$ cat src/rtl/muldiv_seq.sv
// Multi-cycle MULT/MULTU/DIV/DIVU sequencer owning the HI/LO pair.
// Define MULDIV_FAST_MUL_EN for a single-cycle multiply (IDLE -> FIN directly).
module muldiv_seq #(
    parameter int WIDTH = 32
) (
    input  logic             clk,
    input  logic             resetn,
    input  logic             start,
    input  logic [1:0]       op,
    input  logic [WIDTH-1:0] src_a,
    input  logic [WIDTH-1:0] src_b,
    input  logic             cancel,
    input  logic             hi_we,
    input  logic             lo_we,
    input  logic [WIDTH-1:0] wdata,
    output logic             busy,
    output logic             done,
    output logic [WIDTH-1:0] hi,
    output logic [WIDTH-1:0] lo
);

    localparam int CW = (WIDTH > 1) ? $clog2(WIDTH) : 1;
    localparam logic [CW-1:0] LAST = CW'(WIDTH - 1);

    typedef enum logic [1:0] {IDLE, RUN, FIN} state_t;

    state_t             state;
    logic [CW-1:0]      count;
    logic [WIDTH-1:0]   operand;
    logic [2*WIDTH-1:0] acc;
    logic               is_div;
    logic               neg_q;
    logic               neg_r;

    logic               accept;
    logic               signed_op;
    logic [WIDTH-1:0]   abs_a;
    logic [WIDTH-1:0]   abs_b;
    logic [WIDTH:0]     mul_sum;
    logic [WIDTH:0]     div_shift;
    logic [WIDTH:0]     div_diff;
    logic [WIDTH-1:0]   div_rem;

    assign accept    = (state == IDLE) && start && !cancel;
    assign busy      = accept || (state != IDLE);
    assign signed_op = !op[0];
    assign abs_a     = (signed_op && src_a[WIDTH-1]) ? -src_a : src_a;
    assign abs_b     = (signed_op && src_b[WIDTH-1]) ? -src_b : src_b;

    // acc holds {partial product, multiplier} or {remainder, dividend/quotient}
    assign mul_sum   = {1'b0, acc[2*WIDTH-1:WIDTH]} + (acc[0] ? {1'b0, operand} : '0);
    assign div_shift = {acc[2*WIDTH-1:WIDTH], acc[WIDTH-1]};
    assign div_diff  = div_shift - {1'b0, operand};
    assign div_rem   = div_diff[WIDTH] ? div_shift[WIDTH-1:0] : div_diff[WIDTH-1:0];

    always_ff @(posedge clk or negedge resetn) begin
        if (!resetn) begin
            state   <= IDLE;
            count   <= '0;
            operand <= '0;
            acc     <= '0;
            is_div  <= 1'b0;
            neg_q   <= 1'b0;
            neg_r   <= 1'b0;
            hi      <= '0;
            lo      <= '0;
            done    <= 1'b0;
        end else begin
            done <= 1'b0;
            case (state)
                IDLE: begin
                    if (accept) begin
                        operand <= abs_b;
                        is_div  <= op[1];
                        neg_q   <= signed_op && (src_a[WIDTH-1] ^ src_b[WIDTH-1]);
                        neg_r   <= signed_op && src_a[WIDTH-1];
                        count   <= '0;
`ifdef MULDIV_FAST_MUL_EN
                        if (!op[1]) begin
                            acc   <= {{WIDTH{1'b0}}, abs_a} * {{WIDTH{1'b0}}, abs_b};
                            state <= FIN;
                        end else begin
                            acc   <= {{WIDTH{1'b0}}, abs_a};
                            state <= RUN;
                        end
`else
                        acc   <= {{WIDTH{1'b0}}, abs_a};
                        state <= RUN;
`endif
                    end else if (!start) begin
                        if (hi_we) hi <= wdata;
                        if (lo_we) lo <= wdata;
                    end
                end
                RUN: begin
                    if (cancel) begin
                        state <= IDLE;
                    end else begin
                        acc <= is_div ? {div_rem, acc[WIDTH-2:0], !div_diff[WIDTH]}
                                      : {mul_sum, acc[WIDTH-1:1]};
                        if (count == LAST) state <= FIN;
                        else count <= count + 1'b1;
                    end
                end
                FIN: begin
                    state <= IDLE;
                    if (!cancel) begin
                        done <= 1'b1;
                        if (is_div) begin
                            lo <= neg_q ? -acc[WIDTH-1:0] : acc[WIDTH-1:0];
                            hi <= neg_r ? -acc[2*WIDTH-1:WIDTH] : acc[2*WIDTH-1:WIDTH];
                        end else begin
                            {hi, lo} <= neg_q ? -acc : acc;
                        end
                    end
                end
                default: state <= IDLE;
            endcase
        end
    end

endmodule

$ cat config.mk
export PLATFORM = sky130hd
export DESIGN_NAME = muldiv_seq
export DESIGN_NICKNAME = d
export VERILOG_FILES = /design/src/rtl/muldiv_seq.sv
export SDC_FILE = /design/constraint.sdc
export NUM_CORES = 1
export LEC_CHECK = 0
export ABC_AREA = 1
export BUFFER_PORTS_ARGS = -buffer_cell sky130_fd_sc_hd__buf_2
export CORE_MARGIN = 1.5
export CORE_UTILIZATION = 27
export CTS_CLUSTER_SIZE = 30
export DETAILED_ROUTE_END_ITERATION = 12
export PLACE_DENSITY = 0.53
export SLEW_MARGIN = 20
export SYNTH_ARGS = -nofsm -noshare
export SYNTH_HDL_FRONTEND = slang
export SYNTH_SLANG_ARGS = --single-unit
$ cat constraint.sdc
create_clock -name clk -period 3.8 [get_ports clk]
set_clock_uncertainty 0.05 [all_clocks]
set_input_delay 0.19 -clock clk [delete_from_list [all_inputs] [get_ports clk]]
set_output_delay 0.19 -clock clk [all_outputs]
set_load 0.005 [all_outputs]
==> results.md, run 1 <==
* Number of rows in the core area at 92
* Vias/cell at 4.94
* Worst supply voltage drop on vdd at 341 uV
* Number of enable flip-flop cells after synthesis at 0
* Unrepaired setup endpoints after global routing: false
* Cell family with most CP delay: buffers and inverters
* Post-route setup TNS at 0 ns
* Syn-to-layout area delta at 15.5%
* Top-area cell type share of the netlist area at 24.8%
* Maximum clock path buffer count at 2
* Die Span Y at 256 um
* Max-cap violations at 0
* Die footprint at 65300 um^2
* Number of nets in the finished design at 3265
* Number of setup buffers added after CTS at 0
* Clock transition at path regs at 0.07 ns
* Initial antenna violation count at 2
* Routed wire length at 71.3 mm
* Top-level port count at 170
* Hold crit path type: input pin to register
* Worst-case register-to-register setup slack at 0.63 ns
* R2r worst-path depth at 8
* Total leakage power at 10.3 nW
* Initial cell density of the core at 27.3%
* Status: complete, no violations
* Die extent in x at 256 um
* Clock insertion delay at the later pin of the skew report at 0.49 ns
* Most area-hungry cell type in the Yosys netlist: sky130_fd_sc_hd__dfrtp_1
* GRT Overall Usage at 21.4%
* Overflow left after global routing at 0
* Core Box Area at 63100 um^2
* Pin count of the biggest net entering global routing at 71
* Cell count after synthesis at 2931
* Endpoint of the most critical setup path: acc[15]
* Mapped Area at 17200 um^2
* Cell area after layout at 19900 um^2
* Crit Reg-Reg Startpoint: state[0]
* Area taken by multi-input logic gates at 11000 um^2
* Number of hold-slack violations in the final timing report at 0
* TritonCTS clock tree: yes
* Number of CTS-inserted buffers at 17
* Register area at 4280 um^2
* R2r endpoint: acc[15]
* Filler instances at 7162
* Synthesis warning total at 0
* Post-synth top flop: sky130_fd_sc_hd__dfrtp_1
* CP Data Arrival Time at 3.46 ns
* Final critical path time including I/O delays and setup at 3.17 ns
* Finished Layout Cells at 3947
* First-pass GRT wire length at 108 mm
* Highest achievable clock rate at 0.315 GHz
* Netlist cell types at 50
* CP bufs+invs at 3
* Most frequent cell on the critical path: sky130_fd_sc_hd__nor2_2
* Wire length per cell after detailed routing at 18.1 um
* Final GP Congestion at 0.953
* Post-Synthesis Net Count at 3107
* Sink count of the clock tree at 171
* Slew margin rel. at 42.3%
* Placed Instances at 3897
* H-tree level count at 4
* Worst path required time at 4.09 ns
* Critical Path, Cell by Cell: inv_1 -> nor2_2 -> inv_2 -> nor2_2 -> nor2_4 -> clkinv_1 -> nor2_1 -> a31oi_1
* Slowest stage cell on the critical path: sky130_fd_sc_hd__clkinv_1
* Number of diodes added for antenna fixing at 0
* Total via count after detailed routing at 19500
* Synth async-reset ratio at 100%
* Port-buffer cells at 169
* Worst slew pin tran at 0.865 ns
* Detailed-routing iteration count for the pre-antenna-repair pass at 6
* Half-perimeter wire length of the detailed placement result at 57.6 mm
* Top area cells in the synthesized netlist: sky130_fd_sc_hd__dfrtp_1, sky130_fd_sc_hd__nand2_1, sky130_fd_sc_hd__inv_1
* Capturing element type of the critical path: register
* Synth Register Bits at 171
* Cell at the root of the clock tree: sky130_fd_sc_hd__clkbuf_16
* Fraction of final layout cells sized beyond drive strength 1 at 9.87%
* Placed cell areas at 19100 um^2
* Count of final setup violators at 0
* Source of the critical timing path: state[0]
* Share of the yosys chip area belonging to registers at 24.8%
* Final clock period utilization by the worst path at 83.5%
* Delay of the slowest cell on the worst path at 0.88 ns
* Worst-path maximum fanout at 34
* DRC violations left at 0
* Total power per unit cell area at 681 nW/um^2
* Via count of the first global-routing pass at 17700
* Type of origin of the critical path: register
* Iter 0 DRT Violations at 1913
* Crit path depth at 8
* Setup Crit Path Kind: register to register
* Post-synthesis average cell area at 5.88 um^2
* Total power of the final layout at 13.6 mW
* Antenna-violating nets left at 0
* Final-report max-slew violation count at 0
cell usage after synthesis, drive strengths merged, types with 7 or more instances:
cell type and number:
xor2 31, a21boi 14, a2bb2oi 24, a22oi 13
buf 19, or2 20, clkbuf 71, a31oi 20
nand3 297, nand4 29, o21ai 209, dfrtp 171
xnor2 19, o21a 11, nand2 882, nor2 333
o21bai 7, nand3b 19, a21oi 179, nor3 32
ha 70, inv 434
worst min path at each step:
stage,start,end,slack [ns],depth (start not counted)
after floorplan,resetn,acc[0],-0.16,0
after global placement,resetn,count[1],0.20,1
after detailed placement,resetn,count[1],0.20,1
after CTS,src_b[28],operand[28],0.0004,4
after global routing,src_b[15],operand[15],0.02,3
final,wdata[2],lo[2],0.008,4
worst reg2reg max path, delay by kind of cell (launching register included):
kind / cells / cell delay, ns
AND/OR/NAND/NOR: 4 / 1.15
buffers and inverters: 3 / 1.34
AO/OA/AOI/OAI: 1 / 0.06
flip-flops: 1 / 0.42
placed cells by master, fill, tap and decap left out, types with 4 or more instances in the layout:
| cell type | count |
|---|---|
| sky130_fd_sc_hd__nand2_1 | 870 |
| sky130_fd_sc_hd__inv_1 | 427 |
| sky130_fd_sc_hd__nor2_1 | 316 |
| sky130_fd_sc_hd__nand3_1 | 293 |
| sky130_fd_sc_hd__o21ai_0 | 201 |
| sky130_fd_sc_hd__a21oi_1 | 178 |
| sky130_fd_sc_hd__dfrtp_1 | 170 |
| sky130_fd_sc_hd__buf_2 | 168 |
| sky130_fd_sc_hd__ha_1 | 70 |
| sky130_fd_sc_hd__buf_4 | 40 |
| sky130_fd_sc_hd__nor3_1 | 32 |
| sky130_fd_sc_hd__xor2_1 | 31 |
| sky130_fd_sc_hd__nand4_1 | 29 |
| sky130_fd_sc_hd__a2bb2oi_1 | 24 |
| sky130_fd_sc_hd__or2_2 | 20 |
| sky130_fd_sc_hd__a31oi_1 | 20 |
| sky130_fd_sc_hd__nand3b_1 | 19 |
| sky130_fd_sc_hd__xnor2_1 | 19 |
| sky130_fd_sc_hd__dlygate4sd3_1 | 19 |
| sky130_fd_sc_hd__clkbuf_16 | 17 |
| sky130_fd_sc_hd__nor2_2 | 13 |
| sky130_fd_sc_hd__a22oi_1 | 13 |
| sky130_fd_sc_hd__o21a_1 | 11 |
| sky130_fd_sc_hd__a21boi_0 | 9 |
| sky130_fd_sc_hd__nand2_2 | 8 |
| sky130_fd_sc_hd__inv_2 | 7 |
| sky130_fd_sc_hd__o21bai_1 | 6 |
| sky130_fd_sc_hd__o21ai_1 | 6 |
| sky130_fd_sc_hd__o211ai_1 | 6 |
| sky130_fd_sc_hd__a21boi_1 | 5 |
| sky130_fd_sc_hd__nor2_4 | 4 |
| sky130_fd_sc_hd__nand2_4 | 4 |
| sky130_fd_sc_hd__a21o_1 | 4 |
| sky130_fd_sc_hd__clkbuf_8 | 4 |
layer usage:
metal  track usage (%)  share of wire [%]  up-vias
met5                 0              0.038        -
met4              4.88                2.0        4
met3              3.05                7.5       65
met2              31.3                 42      695
met1              32.7                 49     8997
li1                  -                  -     9738
cells by family after synthesis:
| logic type | synth area share, % |
|---|---|
| buffers and inverters | 11.7 |
| flip-flops | 24.8 |
| AND/OR/NAND/NOR | 39.6 |
| XOR/XNOR | 2.54 |
| adder cells (fa/ha/maj) | 5.31 |
| AO/OA/AOI/OAI | 16.1 |
final cells by class:
type | instances | area share, %
Timing Repair Buffer | 229 | 6.86
Clock buffer | 20 | 2.34
Multi-Input combinational cell | 2234 | 55.1
Tap cell | 846 | 5.32
Sequential cell | 171 | 21.5
Inverter | 436 | 8.22
Clock inverter | 11 | 0.647
per-stage QoR:
stage	worst slack (ns)	utilization, %	hold slack [ns]
after floorplan	1.13	-	-0.156
after global placement	0.712	30.3	0.200
after detailed placement	0.690	30.3	0.200
after CTS	0.652	31.6	0.000383
after global routing	0.337	31.6	0.0233
final	0.629	31.6	0.00810
registers in the layout, summed over array words and instances (netlist names):
register	count
acc	64
hi	32
lo	32
operand	32
count	5
state	2
done	1
is_div	1
neg_q	1
neg_r	1
what timing repair did:
item | in CTS | in global routing
gates resized for setup | 0 | 0
hold endpoints to repair | 86 | 0
hold buffers | 19 | 0
power breakdown:
part	total (mW)	switching, mW	leakage, nW	internal (mW)
clock network	1.87	0.898	0.290	0.975
logic	8.63	5.85	8.01	2.79
registers	3.05	0.741	2.04	2.31
Note: power is estimated with default switching activity, not from simulation.
==> run 2, diff against run 1 <==
--- a/config.mk
+++ b/config.mk
@@ -5,7 +5,7 @@
 export SDC_FILE = /design/constraint.sdc
 export NUM_CORES = 1
 export LEC_CHECK = 0
-export ABC_AREA = 1
+export ABC_AREA = 0
 export BUFFER_PORTS_ARGS = -buffer_cell sky130_fd_sc_hd__buf_2
 export CORE_MARGIN = 1.5
 export CORE_UTILIZATION = 27
==> constraint.sdc (replaced) <==
create_clock -name clk -period 2.95 [get_ports clk]
set_clock_uncertainty 0.05 [all_clocks]
set_input_delay 0.1475 -clock clk [delete_from_list [all_inputs] [get_ports clk]]
set_output_delay 0.1475 -clock clk [all_outputs]
set_load 0.005 [all_outputs]
==> run 2 against run 1 <==
The flow now finishes with violations (negative setup slack). Clock-buffer cell count shrank 1. Cell area grew 7.7%. Area after synthesis shrank 12%. First-iteration DRC count shrank 30%. Critical path depth grew 6.
==> results.md, run 2 <==
* Synth Register Bits at 171
* Final worst hold slack at 0.0259 ns
* Half-perimeter wire length of the detailed placement result at 48.0 mm
* Cell at the root of the clock tree: sky130_fd_sc_hd__clkbuf_16
* Die footprint at 57500 um^2
* Vias/cell at 5.27
* Area taken by multi-input logic gates at 11100 um^2
* Initial antenna violation count at 2
* Logic pwr share at 71.5%
* Final GP Congestion at 0.940
* Netlist cell types at 91
* Capturing element type of the critical path: register
* Share of the yosys chip area belonging to registers at 28.3%
* CP Data Arrival Time at 3.32 ns
* Total power per unit cell area at 982 nW/um^2
* Count of final setup violators at 9
* Number of diodes added for antenna fixing at 0
* Worst slew pin tran at 0.972 ns
* Filler instances at 5594
* Leading cell type in the layout, fill and taps excluded: sky130_fd_sc_hd__buf_4
* Number of rows in the core area at 86
* Iter 0 DRT Violations at 1340
* Type of origin of the critical path: register
* Initial cell density of the core at 27.4%
* Core Box Area at 55200 um^2
* DRC violations left at 0
* Switching power of the nets at 9.96 mW
* Highest achievable clock rate at 0.332 GHz
* Sink count of the clock tree at 171
* Routed wire length at 62.9 mm
* Finished Layout Cells at 3159
* Syn-to-layout area delta at 41.7%
* GRT Overall Usage at 21.2%
* Mapped Area at 15100 um^2
* Pin count of the biggest net entering global routing at 74
* Commonest cells after routing, fill and taps aside: sky130_fd_sc_hd__buf_4, sky130_fd_sc_hd__nand2_1, sky130_fd_sc_hd__o21ai_0
* Final clock period utilization by the worst path at 102%
* Top reg by flops: acc
* Placed Instances at 3005
* Post-Synthesis Net Count at 2117
* Die extent in x at 240 um
* Total via count after detailed routing at 16600
* TritonCTS clock tree: yes
* Fraction of final layout cells sized beyond drive strength 1 at 30.5%
* Top area cells in the synthesized netlist: sky130_fd_sc_hd__dfrtp_1, sky130_fd_sc_hd__o21ai_0, sky130_fd_sc_hd__nand2_1
* Clock transition at path regs at 0.07 ns
* Cell count after synthesis at 1941
* Clk pwr share at 11.6%
* Die Span Y at 240 um
* Number of hold-slack violations in the final timing report at 0
* Cell internal pwr at 11.1 mW
* Max-cap violations at 0
* Setup Crit Path Kind: register to register
* Most frequently used cell type in the post-synthesis netlist: sky130_fd_sc_hd__nand2_1
* Number of enable flip-flop cells after synthesis at 0
* Total leakage power at 9.46 nW
* Synthesis warning total at 0
* Slew margin rel. at 35.1%
* Number of nets in the finished design at 2574
* Synth async-reset ratio at 100%
* Failing checks: negative setup slack
* Clock insertion delay at the later pin of the skew report at 0.51 ns
* Max reg flops at 64
* Post-synthesis average cell area at 7.79 um^2
* Worst supply voltage drop on vdd at 565 uV
* Worst-path maximum fanout at 6
* Post-synth top flop: sky130_fd_sc_hd__dfrtp_1
* Wire length per cell after detailed routing at 19.9 um
* Number of CTS-inserted buffers at 17
* Worst path required time at 3.26 ns
* Unrepaired setup endpoints after global routing: true
* Top-level port count at 170
* Port-buffer cells at 169
* Final critical path time including I/O delays and setup at 3.01 ns
* Top cell types by occurrence after synthesis: sky130_fd_sc_hd__nand2_1, sky130_fd_sc_hd__o21ai_0, sky130_fd_sc_hd__dfrtp_1
* Top-area cell type share of the netlist area at 28.3%
* Detailed-routing iteration count for the pre-antenna-repair pass at 5
* Final-report max-slew violation count at 0
* Via count of the first global-routing pass at 16000
* Most area-hungry cell type in the Yosys netlist: sky130_fd_sc_hd__dfrtp_1
* Overflow left after global routing at 0
* Status: finished with violations
* First-pass GRT wire length at 93.0 mm
* Maximum clock path buffer count at 2
* Antenna-violating nets left at 0
* Setup slack of the critical path after layout at -0.0601 ns
* H-tree level count at 4
* Register area at 4280 um^2
* Hold crit path type: input pin to register
* Switching Fraction at 47.3%
* Sequential Power Share at 16.9%
-- run 2: changes by cell type after synthesis, sizes merged, moves of 28 or more --
cell | previous run | this run
a21oi | 179 | 142
nand2 | 882 | 244
and3 | 1 | 29
inv | 434 | 71
o31ai | 2 | 37
nor2 | 333 | 170
xnor2 | 19 | 101
nand3 | 297 | 33
mux2i | 0 | 57
clkbuf | 71 | 105
-- run 2: final timing paths --
path                               start       to  slack, ns  cells after the start
worst min-delay path            wdata[3]    lo[3]       0.03                      3
worst max register to register    acc[0]  acc[57]      -0.06                     14
worst min register to register     lo[4]    lo[4]       0.43                      2
min in group asynchronous         resetn   lo[21]       0.20                      2
max in group asynchronous         resetn    hi[7]       1.79                      4
worst max-delay path              acc[0]  acc[57]      -0.06                     14
-- run 2: worst max-delay path, stage by stage, from the launching register on --
cell                        delay (ns)
sky130_fd_sc_hd__dfrtp_1          0.40
sky130_fd_sc_hd__inv_2            0.14
sky130_fd_sc_hd__clkbuf_16        0.18
sky130_fd_sc_hd__buf_12           0.14
sky130_fd_sc_hd__buf_8            0.12
sky130_fd_sc_hd__nor2_1           0.05
sky130_fd_sc_hd__ha_1             0.31
sky130_fd_sc_hd__nand4_1          0.13
sky130_fd_sc_hd__or2_4            0.28
sky130_fd_sc_hd__nand2b_4         0.15
sky130_fd_sc_hd__and3_1           0.15
sky130_fd_sc_hd__o31a_1           0.14
sky130_fd_sc_hd__a21o_1           0.21
sky130_fd_sc_hd__a221oi_2         0.25
sky130_fd_sc_hd__o221ai_1         0.15
-- run 2: per-stage QoR --
step | TNS (ns) | instance area [um^2] | power [mW] | setup slack [ns] | util, %
floorplan | 0 | 15200 | 10.8 | 0.00857 | -
global placement | -4.61 | 18700 | 16.2 | -0.307 | 33.8
detailed placement | -4.51 | 18700 | 16.3 | -0.282 | 33.8
CTS | -0.0178 | 20300 | 19.2 | -0.0132 | 36.7
global route | -1.98 | 21400 | 22.3 | -0.181 | 38.8
finish | -0.329 | 21400 | 21.1 | -0.0601 | 38.8
-- run 2: timing repair --
item	in CTS	in global routing
endpoints found under the hold margin	146	0
resized for setup	45	176
setup endpoints to repair	38	50
buffers inserted	15	34
cloned	0	4
pin swaps	26	90
hold buffers	70	0
-- run 2: area by class of cell --
class | instances | share of cell area, %
clock buffers | 19 | 2.02
clock inverters | 13 | 0.736
inverters | 71 | 1.24
multi-input cells | 1570 | 51.6
flip-flops and latches | 171 | 20.0
well taps | 748 | 4.37
repair buffers | 567 | 20.1
-- run 2: kinds of logic (layout without fill, tap and decap cells) --
group | Yosys count | after routing | share of synthesized area [%]
adder cells (fa/ha/maj) | 72 | 72 | 6.05
AND/OR/NAND/NOR | 673 | 673 | 21.8
buffers and inverters | 200 | 670 | 5.17
multiplexers | 63 | 63 | 4.22
XOR/XNOR | 156 | 156 | 9.03
flip-flops | 171 | 171 | 28.3
AO/OA/AOI/OAI | 606 | 606 | 25.5
-- run 2: power groups by stage --
stage / registers (mW) / logic [mW] / clock network [mW]
after floorplan: 3.52 / 7.32 / 0
after global placement: 3.55 / 12.6 / 0
after detailed placement: 3.57 / 12.7 / 0
after CTS: 3.53 / 13.2 / 2.49
after global routing: 3.64 / 16.1 / 2.56
final: 3.56 / 15.1 / 2.43
-- run 2: layer usage --
layer / wire [um] / part of all wire [%] / track usage [%] / vias to the layer above
met4: 1370 / 2.2 / 6.33 / 2
li1: - / - / - / 7936
met2: 28500 / 45 / 33.7 / 585
met5: 12 / 0.019 / 0 / -
met1: 29100 / 46 / 29.4 / 8024
met3: 3930 / 6.2 / 3.35 / 90
==> run 3, diff against run 2 <==
--- a/config.mk
+++ b/config.mk
@@ -9,6 +9,7 @@
 export BUFFER_PORTS_ARGS = -buffer_cell sky130_fd_sc_hd__buf_2
 export CORE_MARGIN = 1.5
 export CORE_UTILIZATION = 27
+export CTS_BUF_LIST = sky130_fd_sc_hd__clkbuf_16
 export CTS_CLUSTER_SIZE = 30
 export DETAILED_ROUTE_END_ITERATION = 12
 export PLACE_DENSITY = 0.53
==> constraint.sdc (replaced) <==
create_clock -name clk -period 2.95 [get_ports clk]
set_clock_uncertainty 0.05 [all_clocks]
set_input_delay 0.7375 -clock clk [delete_from_list [all_inputs] [get_ports clk]]
set_output_delay 0.7375 -clock clk [all_outputs]
set_load 0.005 [all_outputs]
==> run 3 against run 2 <==
The run still ends with negative setup slack left. First-iteration DRC count hardly changed. Worst hold slack better by 0.15 ns. Largest power group unchanged. Clock power down 8.6%. Fmax down 1.8%. Worst setup slack got worse by 0.054 ns. Sequential power about the same. Total power shrank 0.53%.
==> results.md, run 3 (same netlist as run 2, synthesis figures left out) <==
* TritonCTS clock tree: yes
* H-tree level count at 4
* Unrepaired setup endpoints after global routing: true
* Fraction of final layout cells sized beyond drive strength 1 at 31.7%
* Final worst hold slack at 0.173 ns
* Setup slack of the critical path after layout at -0.114 ns
* R2r worst-path depth at 12
* Filler instances at 5753
* Clock transition at path regs at 0.08 ns
* Clock insertion delay at the later pin of the skew report at 0.52 ns
* Via count of the first global-routing pass at 15800
* Maximum clock path buffer count at 2
* Commonest cells after routing, fill and taps aside: sky130_fd_sc_hd__buf_4, sky130_fd_sc_hd__nand2_1, sky130_fd_sc_hd__o21ai_0
* Setup Crit Path Kind: register to register
* Final GP Congestion at 0.905
* Number of nets in the finished design at 2529
* Fin util at 37.6%
* Count of final setup violators at 6
* Final clock period utilization by the worst path at 104%
* Die footprint at 57500 um^2
* Hold buffers post-CTS at 0
* Number of diodes added for antenna fixing at 0
* Worst-case register-to-register setup slack at -0.11 ns
* Antenna-violating nets left at 0
* Placed cell areas at 18800 um^2
* Die extent in x at 240 um
* Top reg by flops: acc
* Hold crit path type: input pin to asynchronous set/reset pin
* Crit Reg-Reg Startpoint: acc[32]
* Total power per unit cell area at 1010 nW/um^2
* Sink count of the clock tree at 171
* Half-perimeter wire length of the detailed placement result at 48.5 mm
* Iter 0 DRT Violations at 1339
* GRT Overall Usage at 21.3%
* Routed wire length at 62.1 mm
* Worst path required time at 3.34 ns
* First-pass GRT wire length at 92.5 mm
* Slew margin rel. at 43.6%
* Top-level port count at 170
* Final-report max-slew violation count at 0
* Overflow left after global routing at 0
* Port-buffer cells at 169
* Status: finished with violations
* Capturing element type of the critical path: register
* Die Span Y at 240 um
* Worst-path maximum fanout at 5
* Worst slew pin tran at 0.844 ns
* Initial antenna violation count at 0
* Failing checks: negative setup slack
* Total via count after detailed routing at 16400
* Number of CTS-inserted buffers at 17
* Vias/cell at 5.27
* Cell area after layout at 20800 um^2
* Total power of the final layout at 20.9 mW
* CP Data Arrival Time at 3.45 ns
* Total leakage power at 9.25 nW
* Max reg flops at 64
* Wire length per cell after detailed routing at 19.9 um
* Number of hold-slack violations in the final timing report at 0
* Core Box Area at 55200 um^2
* Cell at the root of the clock tree: sky130_fd_sc_hd__clkbuf_16
* Worst supply voltage drop on vdd at 604 uV
* Type of origin of the critical path: register
* Final critical path time including I/O delays and setup at 3.06 ns
* Pin count of the biggest net entering global routing at 59
* Initial cell density of the core at 27.4%
* Syn-to-layout area delta at 37.2%
* Number of rows in the core area at 86
* R2r endpoint: hi[28]
* Detailed-routing iteration count for the pre-antenna-repair pass at 6
* Leading cell type in the layout, fill and taps excluded: sky130_fd_sc_hd__buf_4
* Highest achievable clock rate at 0.326 GHz
* Max-cap violations at 0
* Post-route setup TNS at -0.322 ns
* DRC violations left at 0
-- run 3: timing repair --
| action | CTS | global route |
|---|---|---|
| buffers inserted | 17 | 43 |
| gates cloned | 1 | 1 |
| setup endpoints to repair | 39 | 40 |
| gates resized for setup | 60 | 162 |
| pin swaps | 32 | 86 |
-- run 3: layout make-up --
type | instances | area (um^2) | share of cell area, %
Sequential cell | 171 | 4290 | 20.6
Clock buffer | 17 | 425 | 2.05
Multi-Input combinational cell | 1570 | 11000 | 53.1
Inverter | 71 | 269 | 1.30
Clock inverter | 15 | 106 | 0.512
Tap cell | 748 | 936 | 4.51
Timing Repair Buffer | 522 | 3710 | 17.9
-- run 3: power by group --
part | total, mW | internal, mW | switching, mW | leakage (nW)
Sequential | 3.58 | 2.96 | 0.616 | 2.13
Clock | 2.22 | 1.08 | 1.14 | 0.274
Combinational | 15.1 | 6.96 | 8.19 | 6.84
Total | 20.9 | 11.0 | 9.94 | 9.25
-- run 3: worst max path at each step --
stage | start | endpoint | slack (ns)
floorplan | acc[0] | acc[59] | 0.009
global placement | acc[33] | hi[22] | -0.33
detailed placement | acc[33] | hi[22] | -0.32
CTS | acc[33] | hi[22] | -0.06
global route | acc[33] | hi[20] | -0.18
finish | acc[32] | hi[28] | -0.11
-- run 3: metrics by stage --
step,setup slack [ns],std cells
global placement,-0.328,3024
finish,-0.114,3114
global route,-0.175,3114
CTS,-0.0553,3074
floorplan,0.00857,1941
detailed placement,-0.323,3024
-- run 3: critical path: stages, from the launching register on --
cell,delay [ns]
sky130_fd_sc_hd__dfrtp_1,0.41
sky130_fd_sc_hd__inv_2,0.12
sky130_fd_sc_hd__ha_4,0.14
sky130_fd_sc_hd__or4b_4,0.45
sky130_fd_sc_hd__or4_4,0.55
sky130_fd_sc_hd__buf_6,0.15
sky130_fd_sc_hd__nor4_4,0.25
sky130_fd_sc_hd__buf_4,0.20
sky130_fd_sc_hd__nand2_2,0.06
sky130_fd_sc_hd__o22ai_2,0.18
sky130_fd_sc_hd__xnor2_1,0.13
sky130_fd_sc_hd__nand2_1,0.11
sky130_fd_sc_hd__a31oi_1,0.19
-- run 3: layer usage --
metal  vias up  routed length, um  GRT usage [%]
met1      7937              28200           28.8
met5         -                  0              0
met4         0               1600           6.85
li1       7838                  -              -
met2       551              28000           33.3
met3        94               4220           4.66
